### src/rtl/mem_port_arbiter.sv
// Two-port round-robin arbiter in front of a single wide data-memory port.
// Supports locked multi-beat ownership with a forced break, and tags reads so data returns to the issuer.
module mem_port_arbiter #(
  parameter int ADDR_W   = 14,
  parameter int DATA_W   = 256,
  parameter int BE_W     = 32,
  parameter int RD_LAT   = 1,
  parameter int MAX_LOCK = 8
) (
  input  logic              clk,
  input  logic              rst,
  input  logic              req0,
  input  logic              req1,
  input  logic              lock0,
  input  logic              lock1,
  input  logic              rden0,
  input  logic              rden1,
  input  logic              wren0,
  input  logic              wren1,
  input  logic [ADDR_W-1:0] addr0,
  input  logic [ADDR_W-1:0] addr1,
  input  logic [BE_W-1:0]   be0,
  input  logic [BE_W-1:0]   be1,
  input  logic [DATA_W-1:0] wdata0,
  input  logic [DATA_W-1:0] wdata1,
  output logic              gnt0,
  output logic              gnt1,
  output logic              rvalid0,
  output logic              rvalid1,
  output logic [DATA_W-1:0] rdata,
  output logic              lock_err,
  output logic              mem_rden,
  output logic              mem_wren,
  output logic [ADDR_W-1:0] mem_address,
  output logic [BE_W-1:0]   mem_byteena,
  output logic [DATA_W-1:0] mem_data,
  input  logic [DATA_W-1:0] mem_q
);

  localparam int CNT_W = $clog2(MAX_LOCK + 1);

  typedef enum logic [1:0] {IDLE, OWN0, OWN1} state_t;

  state_t            state;
  logic              last_served;
  logic [CNT_W-1:0]  lock_cnt;
  logic [RD_LAT-1:0] rd_valid;
  logic [RD_LAT-1:0] rd_port;

  logic beat0, beat1;
  logic owner_is1, cur_req, cur_lock, oth_req;

  assign gnt0 = (state == OWN0);
  assign gnt1 = (state == OWN1);

  assign beat0 = gnt0 & req0 & (rden0 | wren0);
  assign beat1 = gnt1 & req1 & (rden1 | wren1);

  // The owner's view of the request lines lets both OWN states share one transition rule.
  assign owner_is1 = (state == OWN1);
  assign cur_req   = owner_is1 ? req1  : req0;
  assign cur_lock  = owner_is1 ? lock1 : lock0;
  assign oth_req   = owner_is1 ? req0  : req1;

  always_comb begin
    mem_rden    = 1'b0;
    mem_wren    = 1'b0;
    mem_address = '0;
    mem_byteena = '0;
    mem_data    = '0;
    if (beat0) begin
      mem_wren    = wren0;
      mem_rden    = rden0 & ~wren0;
      mem_address = addr0;
      mem_byteena = be0;
      mem_data    = wdata0;
    end else if (beat1) begin
      mem_wren    = wren1;
      mem_rden    = rden1 & ~wren1;
      mem_address = addr1;
      mem_byteena = be1;
      mem_data    = wdata1;
    end
  end

  always_ff @(posedge clk or negedge rst) begin
    if (!rst) begin
      state       <= IDLE;
      last_served <= 1'b1;
      lock_cnt    <= '0;
      lock_err    <= 1'b0;
    end else begin
      case (state)
        IDLE: begin
          lock_cnt <= '0;
          if (req0 && req1) state <= last_served ? OWN0 : OWN1;
          else if (req0)    state <= OWN0;
          else if (req1)    state <= OWN1;
        end
        OWN0, OWN1: begin
          if (!cur_req) begin
            state       <= oth_req ? (owner_is1 ? OWN0 : OWN1) : IDLE;
            last_served <= owner_is1;
            lock_cnt    <= '0;
          end else if (cur_lock && oth_req) begin
            // A lock that starves the other port for MAX_LOCK cycles is broken and flagged.
            if (lock_cnt == CNT_W'(MAX_LOCK - 1)) begin
              state       <= owner_is1 ? OWN0 : OWN1;
              last_served <= owner_is1;
              lock_err    <= 1'b1;
              lock_cnt    <= '0;
            end else begin
              lock_cnt <= lock_cnt + 1'b1;
            end
          end else if (!cur_lock && oth_req) begin
            state       <= owner_is1 ? OWN0 : OWN1;
            last_served <= owner_is1;
            lock_cnt    <= '0;
          end else begin
            lock_cnt <= '0;
          end
        end
        default: state <= IDLE;
      endcase
    end
  end

  // Read tags travel alongside the IP latency so data lands on the issuing port.
  always_ff @(posedge clk or negedge rst) begin
    if (!rst) begin
      rd_valid <= '0;
      rd_port  <= '0;
    end else begin
      rd_valid[0] <= mem_rden;
      rd_port[0]  <= gnt1;
      for (int i = 1; i < RD_LAT; i++) begin
        rd_valid[i] <= rd_valid[i-1];
        rd_port[i]  <= rd_port[i-1];
      end
    end
  end

  assign rvalid0 = rd_valid[RD_LAT-1] & ~rd_port[RD_LAT-1];
  assign rvalid1 = rd_valid[RD_LAT-1] &  rd_port[RD_LAT-1];
  assign rdata   = rd_valid[RD_LAT-1] ? mem_q : '0;

endmodule

### config.mk
export PLATFORM = sky130hd
export DESIGN_NAME = mem_port_arbiter
export DESIGN_NICKNAME = d
export VERILOG_FILES = /design/src/rtl/mem_port_arbiter.sv
export SDC_FILE = /design/constraint.sdc
export NUM_CORES = 1
export LEC_CHECK = 0
export CELL_PAD_IN_SITES_DETAIL_PLACEMENT = 0
export CELL_PAD_IN_SITES_GLOBAL_PLACEMENT = 1
export CORE_AREA = 10 10 554 556
export CTS_CLUSTER_DIAMETER = 30
export CTS_CLUSTER_SIZE = 40
export DETAILED_ROUTE_END_ITERATION = 16
export DIE_AREA = 0 0 564 566
export PLACE_DENSITY = 0.39
export SLEW_MARGIN = 20
export SYNTH_ARGS = -nofsm -noshare
export SYNTH_HDL_FRONTEND = slang
export SYNTH_SLANG_ARGS = --single-unit
### constraint.sdc
create_clock -name clk -period 2.25 [get_ports clk]
set_input_delay 0.225 -clock clk [delete_from_list [all_inputs] [get_ports clk]]
set_output_delay 0.225 -clock clk [all_outputs]
set_load 0.01 [all_outputs]
==> results of run 1 <==
## layout make-up
type | instances | share of cell area
Timing Repair Buffer | 1605 | 0.625
Multi-Input combinational cell | 615 | 0.192
Tap cell | 3939 | 0.165
Sequential cell | 10 | 0.00857
Antenna cell | 69 | 0.00577
Clock buffer | 4 | 0.00263
Inverter | 6 | 0.000753
## how the worst min path moves through the flow
| stage | to | slack (ns) | depth (start not counted) |
|---|---|---|---|
| 6_report | lock_err$_DFFE_PN0P_ | 0.34 | 1 |
| 5_1_grt | lock_err$_DFFE_PN0P_ | 0.38 | 1 |
| 4_1_cts | lock_err$_DFFE_PN0P_ | 0.36 | 1 |
| 3_5_place_dp | lock_err$_DFFE_PN0P_ | 0.47 | 1 |
| 3_3_place_gp | lock_err$_DFFE_PN0P_ | 0.48 | 1 |
| 2_1_floorplan | lock_cnt[0]$_DFFE_PN0P_ | -0.07 | 0 |
## critical path, stage by stage, from the launching register on
cell and delay, ns:
dfrtp_1 0.40, buf_6 0.13, ha_4 0.18, o211ai_1 0.14, nor2_4 0.07, buf_12 0.16
buf_16 0.16, buf_8 0.14, buf_16 0.13, buf_12 0.14, a22o_4 0.28, buf_12 0.15
## power groups by stage
stage | combinational, mW | sequential [mW] | clock (mW)
after floorplan | 3.08 | 0.255 | 0
after global placement | 11.7 | 0.292 | 0
after detailed placement | 11.7 | 0.289 | 0
after CTS | 13.4 | 0.295 | 0.332
after global routing | 14.3 | 0.301 | 0.344
final | 13.7 | 0.295 | 0.324
## state kept, by name (all words and copies together) (netlist names)
signal / count
lock_cnt: 4
state: 2
last_served: 1
lock_err: 1
rd_port: 1
rd_valid: 1
## cells by family (layout without fill, tap and decap cells)
kind of cell    count (synthesis)  in the layout  share of synthesized area
compound gates                324            324                      0.498
fa+ha+maj                       6              6                     0.0134
buf+inv                       105           1615                      0.121
flops                          10             10                     0.0448
mux                             7              7                     0.0143
other cells                     0             69                          0
simple gates                  278            278                      0.309
## timing repair
action / 4_1_cts / 5_1_grt
setup buffers: 52 / 19
endpoints found under the setup margin: 307 / 315
resized for setup: 807 / 209
gates cloned: 20 / 10
pin swaps: 15 / 49
## stage by stage
step             util  TNS [ns]
2_1_floorplan       -         0
3_3_place_gp   0.0917   -211.66
3_5_place_dp   0.0917   -204.66
4_1_cts        0.0981    -77.92
5_1_grt         0.101    -82.10
6_report        0.101    -54.69
## layer usage
metal  routed length (µm)  track usage
met4                 3610       0.0146
met3                32400       0.0878
met5                 1480            0
met1                90600        0.152
met2                99500        0.214
## cells in the final DEF (no fill, tap or decap), types with 2 or more instances in the layout
cell and instances:
inv_2 3, and2_1 257, dlymetal6s2s_1 5, inv_1 3, o211ai_1 2, nand3_1 2
clkbuf_16 10, buf_12 234, buf_2 70, buf_8 16, dfrtp_1 7, nand2_1 7
ha_1 2, mux2_1 2, mux2_4 2, clkdlybuf4s50_1 1015, buf_6 131, a22o_4 113
dlygate4sd2_1 3, buf_16 28, a22o_1 189, ha_4 4, a21oi_1 5, diode_2 69
o21ai_1 4, nand3b_1 2, nor2b_1 2, clkdlybuf4s15_2 15, a21o_1 2, buf_4 80
==> metrics.csv, run 1 <==
stage;metric;value;unit
run_status;status;finished with violations;
run_status;violations;negative setup slack;
global_routing;antenna_found_initial;316;
global_routing;grt_pass1_wl;259;mm
critical_path;rr_startpoint;state[0]$_DFFE_PN0P_;
synthesis;synth_commonest_cells;a22o_1 (302), and2_1 (257), buf_2 (34), buf_6 (32), clkbuf_1 (32);
timing;worstMarginPinSlew;0.538;ns
job;cap_violations;0;
pwr;fin_total_pwr;14.3;mW
hold_path;holdCritPathClass;input port to asynchronous set/reset pin;
cts;tritoncts;built;
finish;drive_gt1_frac;0.321;
timing;rsz0062_at_grt;yes;
timing;relSlewSlack;0.640;
pwr;pwr-share-seq;0.021;
timing;fmax;383;MHz
synthesis;synthArstFlopShare;1.00;
die;fp.dieH;566;µm
synthesis;synth-edff-count;0;
finish;multi_input_area;5750;µm²
pwr;p_sw;6.50;mW
pwr;leakage;11.0;nW
die;die-area;319000;µm²
cts;cts_buffer_depth;2;
global_routing;grt_max_degree;95;
synthesis;synth_cell_types;39;
critical_path;start_kind;flop;
die;ios;1435;
route;wl;228;mm
global_routing;grt_use_total;0.133;
cts;htreeDepth;1;
critical_path;crit_end;mem_data[115];
route;drt_pass1_iterations;5;
global_routing;grt-ovfl-total;0;
critical_path;required;2.03;ns
timing;setup_violations;282;
route;post_drt_via_cell_ratio;2.39;
timing;drv_slew;0;
critical_path;startpoint;state[1]$_DFFE_PN0P_;
finish;fill_cells;34221;
cts;root_buffer;clkbuf_16;
critical_path;r2r_end;state[0]$_DFFE_PN0P_;
critical_path;rrSetupSlack;0.09;ns
timing;clock-skew-final;0.00171;ns
route;wl_per_cell;36.4;µm
place;post-place-cells;6087;
pwr;internal_power;7.85;mW
synthesis;synthesis.nets;1606;
critical_path;cp-end-kind;output pin;
route;drc;0;
timing;post-route-period-util;1.16;
finish;syn2layout_area_growth;433;%
die;std_cell_rows;200;
finish;fin_area;29900;µm²
critical_path;crit_type;flop to output pin;
synthesis;yosysTopAreaCellShare;0.471;
die;die_x;564;µm
synthesis;synthesis.area;5620;µm²
synthesis;yosys_warnings;0;
cts;clock_sinks;10;
synthesis;syn_inst;730;
die;core_region_area;296000;µm²
synthesis;ys_ff_latch;10;
place;place.gp.congestion;0.942;
pwr;combPwrFrac;0.957;
die;start_util;0.0190;
timing;hold_viol_final;0;
global_routing;grt_pass1_vias;14564;
critical_path;r2r_cells;10;
place;place_area;27100;µm²
place;port_buffers;1434;
timing;whs;0.342;ns
route;drt-initial-drc-count;929;
pwr;p_sw_frac;0.453;
timing;min_period;2.61;ns
finish;nets;3117;
critical_path;cp_max_fo;8;
place;dp_slack;-1.07;ns
cts;hold_buffers;0;
pwr;clockPowerShare;0.023;
synthesis;ys_top_cells_by_area;a22o_1 (47%), and2_1 (29%), buf_6 (6.4%);
pwr;ir_worst_vdd;0.182;mV
critical_path;cp_data_arrival_time;2.38;ns
synthesis;yosysMostFrequentCell;a22o_1;
synthesis;ys_seq_area_frac;0.0448;
route;vias;14909;
timing;post-route-worst-setup-slack;-0.358;ns
cts;clkTransAtPathRegs;0.04;ns
pwr;cellPowerDensity;479;nW/µm²
route;postRouteAntennaNets;0;
cts;cts_made_buffers;3;
synthesis;synth_top_area_cell;a22o_1;
cts;clock_latency;0.24;ns
synthesis;synth-main-ff-cell;dfrtp_1;
finish;ff_latch_area;256;µm²
finish;fin_cells;6248;
place;post-dp-hpwl;212;mm
synthesis;avgSynthCellArea;7.70;µm²
(Power assumes the default switching activity.)
==> run 2, diff against run 1 <==
==> constraint.sdc (replaced) <==
create_clock -name clk -period 3.2 [get_ports clk]
set_input_delay 0.32 -clock clk [delete_from_list [all_inputs] [get_ports clk]]
set_output_delay 0.32 -clock clk [all_outputs]
set_load 0.01 [all_outputs]
==> metrics.csv, run 2 (synthesis gave the netlist of run 1 again) <==
stage;metric;value;unit;change
timing;hold_viol_final;0;;unchanged
cts;hold_buffers;0;;unchanged
route;wl;221;mm;was 228 mm
place;post-dp-hpwl;211;mm;was 212 mm
timing;post-route-period-util;0.990;;
place;port_buffers;1434;;unchanged
finish;syn2layout_area_growth;369;%;was 433%
run_status;status;complete, no violations;;was finished with violations
critical_path;required;2.88;ns;was 2.03 ns
finish;nets;3018;;was 3117
pwr;clockPowerShare;0.027;;was 0.023
route;postRouteAntennaNets;0;;unchanged
pwr;p_sw_frac;0.484;;was 0.453
timing;post-route-worst-setup-slack;0.0330;ns;was -0.358 ns
critical_path;cp-end-kind;output pin;;unchanged
critical_path;crit_type;input port to output pin;;was flop to output pin
hold_path;holdCritPathClass;input port to asynchronous set/reset pin;;unchanged
die;fp.dieH;566;µm;unchanged
timing;min_period;3.17;ns;
pwr;fin_total_pwr;8.27;mW;was 14.3 mW
pwr;cellPowerDensity;314;nW/µm²;was 479 nW/µm²
pwr;leakage;8.75;nW;was 11.0 nW
critical_path;start_kind;input port;;was flop
cts;cts_made_buffers;3;;unchanged
pwr;internal_power;4.27;mW;was 7.85 mW
cts;clock_sinks;10;;unchanged
pwr;combPwrFrac;0.947;;was 0.957
global_routing;grt_max_degree;60;;was 95
place;post-place-cells;6073;;was 6087
cts;tritoncts;built;;unchanged
pwr;ir_worst_vdd;0.104;mV;was 0.182 mV
finish;largest-register;lock_cnt;;unchanged
die;ios;1435;;unchanged
die;die_x;564;µm;unchanged
pwr;p_sw;4.01;mW;was 6.50 mW
route;drc;0;;unchanged
timing;worstMarginPinSlew;0.924;ns;was 0.538 ns
route;drt-initial-drc-count;894;;was 929
die;core_region_area;296000;µm²;unchanged
global_routing;antenna_found_initial;296;;was 316
finish;drive_gt1_frac;0.108;;was 0.321
finish;final_cell_mix;clkdlybuf4s50_1 (1289), a22o_1 (291), and2_1 (257);;was clkdlybuf4s50_1 (1015), and2_1 (257), buf_12 (234)
timing;rsz0062_at_grt;yes;;unchanged
job;cap_violations;0;;unchanged
place;dp_slack;-0.486;ns;was -1.07 ns
timing;clock-skew-final;0.00234;ns;was 0.00171 ns
global_routing;grt-ovfl-total;0;;unchanged
timing;setup_violations;0;;was 282
cts;root_buffer;clkbuf_16;;unchanged
die;std_cell_rows;200;;unchanged
die;die-area;319000;µm²;unchanged
global_routing;grt_use_total;0.130;;was 0.133
route;post_drt_via_cell_ratio;2.30;;was 2.39
timing;fmax;316;MHz;
timing;relSlewSlack;0.382;;was 0.640
cts;cts_buffer_depth;2;;unchanged
route;vias;14145;;was 14909
global_routing;grt_pass1_vias;13965;;was 14564
place;place.gp.congestion;0.968;;was 0.942
finish;largest_register_ffs;4;;unchanged
cts;clkTransAtPathRegs;0.04;ns;about the same
timing;drv_slew;0;;unchanged
cts;post_cts_buffers;0;;was 52
critical_path;cp_data_arrival_time;2.85;ns;was 2.38 ns
route;wl_per_cell;35.9;µm;was 36.4 µm
cts;htreeDepth;1;;unchanged
finish;fin_cells;6137;;was 6248
route;drt_pass1_iterations;5;;unchanged
die;start_util;0.0190;;unchanged
finish;reg.largest.list;lock_cnt x4, state x2;;unchanged
finish;layout_commonest_cell;clkdlybuf4s50_1;;unchanged
critical_path;cp_max_fo;36;;was 8
pwr;pwr-share-seq;0.026;;was 0.021
global_routing;grt_pass1_wl;253;mm;was 259 mm
cts;clock_latency;0.24;ns;about the same
-- run 2: cell types whose count changed in the layout (fill, tap and decap cells not counted), sizes merged, moves of 4 or more --
cell / delta
diode: -12
clkdlybuf4s50: +274
dlymetal6s2s: +4
buf: -356
clkbuf: -7
clkdlybuf4s15: -14
-- run 2: timing repair --
action | 4_1_cts | 5_1_grt
endpoints found under the setup margin | 231 | 31
pin swaps | 2 | 1
gates resized for setup | 22 | 14
gates cloned | 2 | 1
-- run 2: layout make-up --
class,instances,area [µm²]
sequential,10,256
inverter,6,22.5
antenna,57,143
multi-input combinational,615,4720
timing repair buffer,1506,16200
fill,34514,269000
clock buffer,4,78.8
tap,3939,4930
-- run 2: path summary, 6_finish.rpt --
path,startpoint,end,slack [ns],cells past startpoint
worst min-delay path,rst,lock_err$_DFFE_PN0P_,0.44,1
max in group asynchronous,rst,rd_valid$_DFF_PN0_,2.36,1
min in group clk,lock_err$_DFFE_PN0P_,lock_err$_DFFE_PN0P_,0.48,1
worst min register to register,lock_err$_DFFE_PN0P_,lock_err$_DFFE_PN0P_,0.48,1
worst max register to register,state[0]$_DFFE_PN0P_,lock_cnt[2]$_DFFE_PN0P_,1.15,6
worst max-delay path,wren1,mem_data[250],0.03,7
-- run 2: worst max-delay path, cell delays in order --
cell and delay, ns:
clkdlybuf4s15_1 0.65, o211ai_1 0.29, nor2_4 0.22, buf_12 0.21
buf_8 0.26, a22o_1 0.26, clkdlybuf4s50_1 0.57
-- run 2: metrics by stage --
step | utilization | TNS, ns | instance area (µm²) | hold slack (ns)
2_1_floorplan | - | 0 | 5620 | 0.0244
3_3_place_gp | 0.0876 | -54.63 | 25900 | 0.475
3_5_place_dp | 0.0876 | -37.28 | 25900 | 0.481
4_1_cts | 0.0883 | -0.00261 | 26100 | 0.469
5_1_grt | 0.0887 | -0.0401 | 26200 | 0.476
6_report | 0.0890 | 0 | 26300 | 0.444
-- run 2: power by group through the flow --
stage	clock, mW	combinational [mW]	sequential [mW]
floorplan	0	2.16	0.180
global placement	0	7.95	0.213
detailed placement	0	7.92	0.214
CTS	0.227	8.04	0.215
global route	0.238	8.21	0.220
finish	0.224	7.83	0.215
-- run 2: per-layer routing --
metal	vias up	global-route usage	part of all wire
met5	-	0	0.0058
li1	5665	-	-
met4	188	0.0158	0.017
met3	465	0.0836	0.15
met1	6455	0.150	0.39
met2	1372	0.208	0.44
==> run 3, diff against run 2 <==
--- a/config.mk
+++ b/config.mk
@@ -7,12 +7,12 @@
 export LEC_CHECK = 0
 export CELL_PAD_IN_SITES_DETAIL_PLACEMENT = 0
 export CELL_PAD_IN_SITES_GLOBAL_PLACEMENT = 1
-export CORE_AREA = 10 10 554 556
-export CTS_CLUSTER_DIAMETER = 30
+export CORE_AREA = 10 10 552 554
 export CTS_CLUSTER_SIZE = 40
 export DETAILED_ROUTE_END_ITERATION = 16
-export DIE_AREA = 0 0 564 566
-export PLACE_DENSITY = 0.39
+export DIE_AREA = 0 0 562 564
+export DONT_BUFFER_PORTS = 1
+export PLACE_DENSITY = 0.3
 export SLEW_MARGIN = 20
 export SYNTH_ARGS = -nofsm -noshare
 export SYNTH_HDL_FRONTEND = slang
==> metrics.csv, run 3 (synthesis gave the netlist of run 1 again) <==
stage;metric;value;unit;change
route;post_drt_via_cell_ratio;1.95;;was 2.30
pwr;combPwrFrac;0.914;;was 0.947
route;drc;0;;unchanged
cts;cts_made_buffers;3;;unchanged
critical_path;cp_slowest_cell;dfrtp_1;;was clkdlybuf4s15_1
global_routing;grt_use_met3;0.0975;;was 0.0836
timing;relSlewSlack;0.541;;was 0.382
route;postRouteAntennaNets;0;;unchanged
place;post-place-cells;4712;;was 6073
timing;drv_slew;0;;unchanged
cts;clock_latency;0.25;ns;was 0.24 ns
pwr;pwr-share-seq;0.040;;was 0.026
die;start_util;0.0192;;was 0.0190
critical_path;required;2.88;ns;about the same
die;die-area;317000;µm²;was 319000 µm²
place;dp_slack;0.205;ns;was -0.486 ns
pwr;cellPowerDensity;405;nW/µm²;was 314 nW/µm²
global_routing;met2_usage;0.198;;was 0.208
timing;post-route-period-util;0.971;;was 0.990
finish;fin_cells;4844;;was 6137
finish;reg.largest.list;lock_cnt x4, state x2;;unchanged
critical_path;critPathTopFamily;buffers and inverters;;unchanged
finish;largest-register;lock_cnt;;unchanged
die;fp.dieH;564;µm;was 566 µm
timing;min_period;3.11;ns;was 3.17 ns
die;std_cell_rows;199;;was 200
timing;clock-skew-final;0.00101;ns;was 0.00234 ns
critical_path;cp_max_fo;55;;was 36
pwr;clockPowerShare;0.046;;was 0.027
die;ios;1435;;unchanged
timing;setup-tns-final;0;ns;unchanged
hold_path;holdCritPathClass;input port to flop;;was input port to asynchronous set/reset pin
cts;root_buffer;clkbuf_16;;unchanged
timing;post-route-worst-setup-slack;0.0937;ns;was 0.0330 ns
route;wl;196;mm;was 221 mm
global_routing;antenna_found_initial;355;;was 296
route;vias;9470;;was 14145
job;cap_violations;0;;unchanged
timing;setup_violations;0;;unchanged
critical_path;cp_data_arrival_time;2.79;ns;was 2.85 ns
place;port_buffers;0;;was 1434
critical_path;timing.critical_path.buf_inv;5;;was 4
finish;largest_register_ffs;4;;unchanged
global_routing;grt_use_total;0.115;;was 0.130
global_routing;grt_busiest_layer;met2;;unchanged
place;post-dp-hpwl;189;mm;was 211 mm
finish;nets;1675;;was 3018
cts;tritoncts;built;;unchanged
global_routing;grt-ovfl-total;0;;unchanged
finish;layout_commonest_cell;a22o_1;;was clkdlybuf4s50_1
route;drt_pass1_iterations;5;;unchanged
route;drt-initial-drc-count;894;;unchanged
finish;final_cell_mix;a22o_1 (299), and2_1 (257), buf_12 (121);;was clkdlybuf4s50_1 (1289), a22o_1 (291), and2_1 (257)
cts;clock_sinks;10;;unchanged
cts;htreeDepth;1;;unchanged
critical_path;slowest_delay;0.42;ns;was 0.65 ns
global_routing;grt_max_degree;101;;was 60
run_status;status;complete, no violations;;unchanged
critical_path;start_kind;flop;;was input port
finish;syn2layout_area_growth;133;%;was 369%
pwr;p_sw;3.11;mW;was 4.01 mW
critical_path;crit_path_cell_trace;inv_1 -> ha_1 -> o211a_4 -> nor2_4 -> buf_12 -> buf_16 -> buf_16 -> a22o_1 -> buf_12;;was clkdlybuf4s15_1 -> o211ai_1 -> nor2_4 -> buf_12 -> buf_8 -> a22o_1 -> clkdlybuf4s50_1
route;wl_per_cell;40.5;µm;was 35.9 µm
timing;fmax;322;MHz;was 316 MHz
pwr;ir_worst_vdd;0.307;mV;was 0.104 mV
finish;drive_gt1_frac;0.223;;was 0.108
timing;worstMarginPinSlew;0.687;ns;was 0.924 ns
global_routing;grt_pass1_vias;8225;;was 13965
global_routing;grt_pass1_wl;215;mm;was 253 mm
die;die_x;562;µm;was 564 µm
global_routing;grt_util_met1;0.104;;was 0.150
place;place.gp.congestion;0.913;;was 0.968
pwr;p_sw_frac;0.586;;was 0.484
pwr;leakage;3.46;nW;was 8.75 nW
timing;hold_viol_final;0;;unchanged
cts;cts_buffer_depth;2;;unchanged
cts;post_cts_buffers;0;;unchanged
finish;fill_cells;34776;;was 34514
critical_path;cp-end-kind;output pin;;unchanged
pwr;internal_power;2.19;mW;was 4.27 mW
die;core_region_area;293000;µm²;was 296000 µm²
cts;clkTransAtPathRegs;0.05;ns;was 0.04 ns
critical_path;crit_type;flop to output pin;;was input port to output pin
[run 3: cell count changes in the layout (fill, tap and decap cells not counted), moves of 2 or more]
cell / delta
buf_12: +5
dlymetal6s2s_1: -9
buf_4: -43
diode_2: +70
a22o_2: -8
clkdlybuf4s50_1: -1289
buf_8: -2
bufbuf_16: -2
a22o_1: +8
[run 3: what timing repair did]
| action | in CTS | in global routing |
|---|---|---|
| hold endpoints to repair | 10 | 0 |
| gates resized for setup | 3 | 4 |
| hold buffers | 1 | 0 |
| setup endpoints to repair | 3 | 43 |
[run 3: final timing paths]
kind                                               from  depth (start not counted)                      end  slack, ns
worst max-delay path               state[1]$_DFFE_PN0P_                          9           mem_address[9]       0.09
max in group asynchronous                           rst                          1       rd_valid$_DFF_PN0_       2.14
min in group asynchronous                           rst                          1       rd_valid$_DFF_PN0_       0.56
worst max register to register     state[0]$_DFFE_PN0P_                          7     state[1]$_DFFE_PN0P_       1.16
worst min-delay path                              wren0                          2       rd_valid$_DFF_PN0_       0.39
worst min register to register  lock_cnt[3]$_DFFE_PN0P_                          1  lock_cnt[3]$_DFFE_PN0P_       0.53
[run 3: stage by stage]
| step | utilization | cell area (µm²) | total power, mW | hold slack, ns |
|---|---|---|---|---|
| floorplan | - | 5620 | 2.34 | 0.0244 |
| global placement | 0.0431 | 12600 | 5.20 | 0.0308 |
| detailed placement | 0.0431 | 12600 | 5.18 | 0.0305 |
| CTS | 0.0434 | 12700 | 5.46 | 0.403 |
| global route | 0.0441 | 12900 | 5.57 | 0.390 |
| finish | 0.0446 | 13100 | 5.30 | 0.386 |
[run 3: power groups by stage]
| stage | clock, mW | sequential, mW | combinational (mW) |
|---|---|---|---|
| floorplan | 0 | 0.180 | 2.16 |
| global placement | 0 | 0.218 | 4.98 |
| detailed placement | 0 | 0.219 | 4.96 |
| CTS | 0.259 | 0.217 | 4.98 |
| global route | 0.263 | 0.221 | 5.08 |
| finish | 0.245 | 0.212 | 4.84 |
[run 3: cell type report]
class	count	area [µm²]	share of cell area
inverter	6	22.5	0.00172
tap	3919	4900	0.375
clock buffer	4	78.8	0.00603
multi-input combinational	615	4700	0.359
antenna	127	318	0.0243
sequential	10	255	0.0195
timing repair buffer	163	2800	0.214
[run 3: metal layers]
metal	wire, µm	share of wire	vias to the layer above
li1	-	-	3052
met3	35600	0.18	604
met2	91900	0.47	1464
met1	60300	0.31	4154
met5	1340	0.0068	-
met4	6940	0.035	196
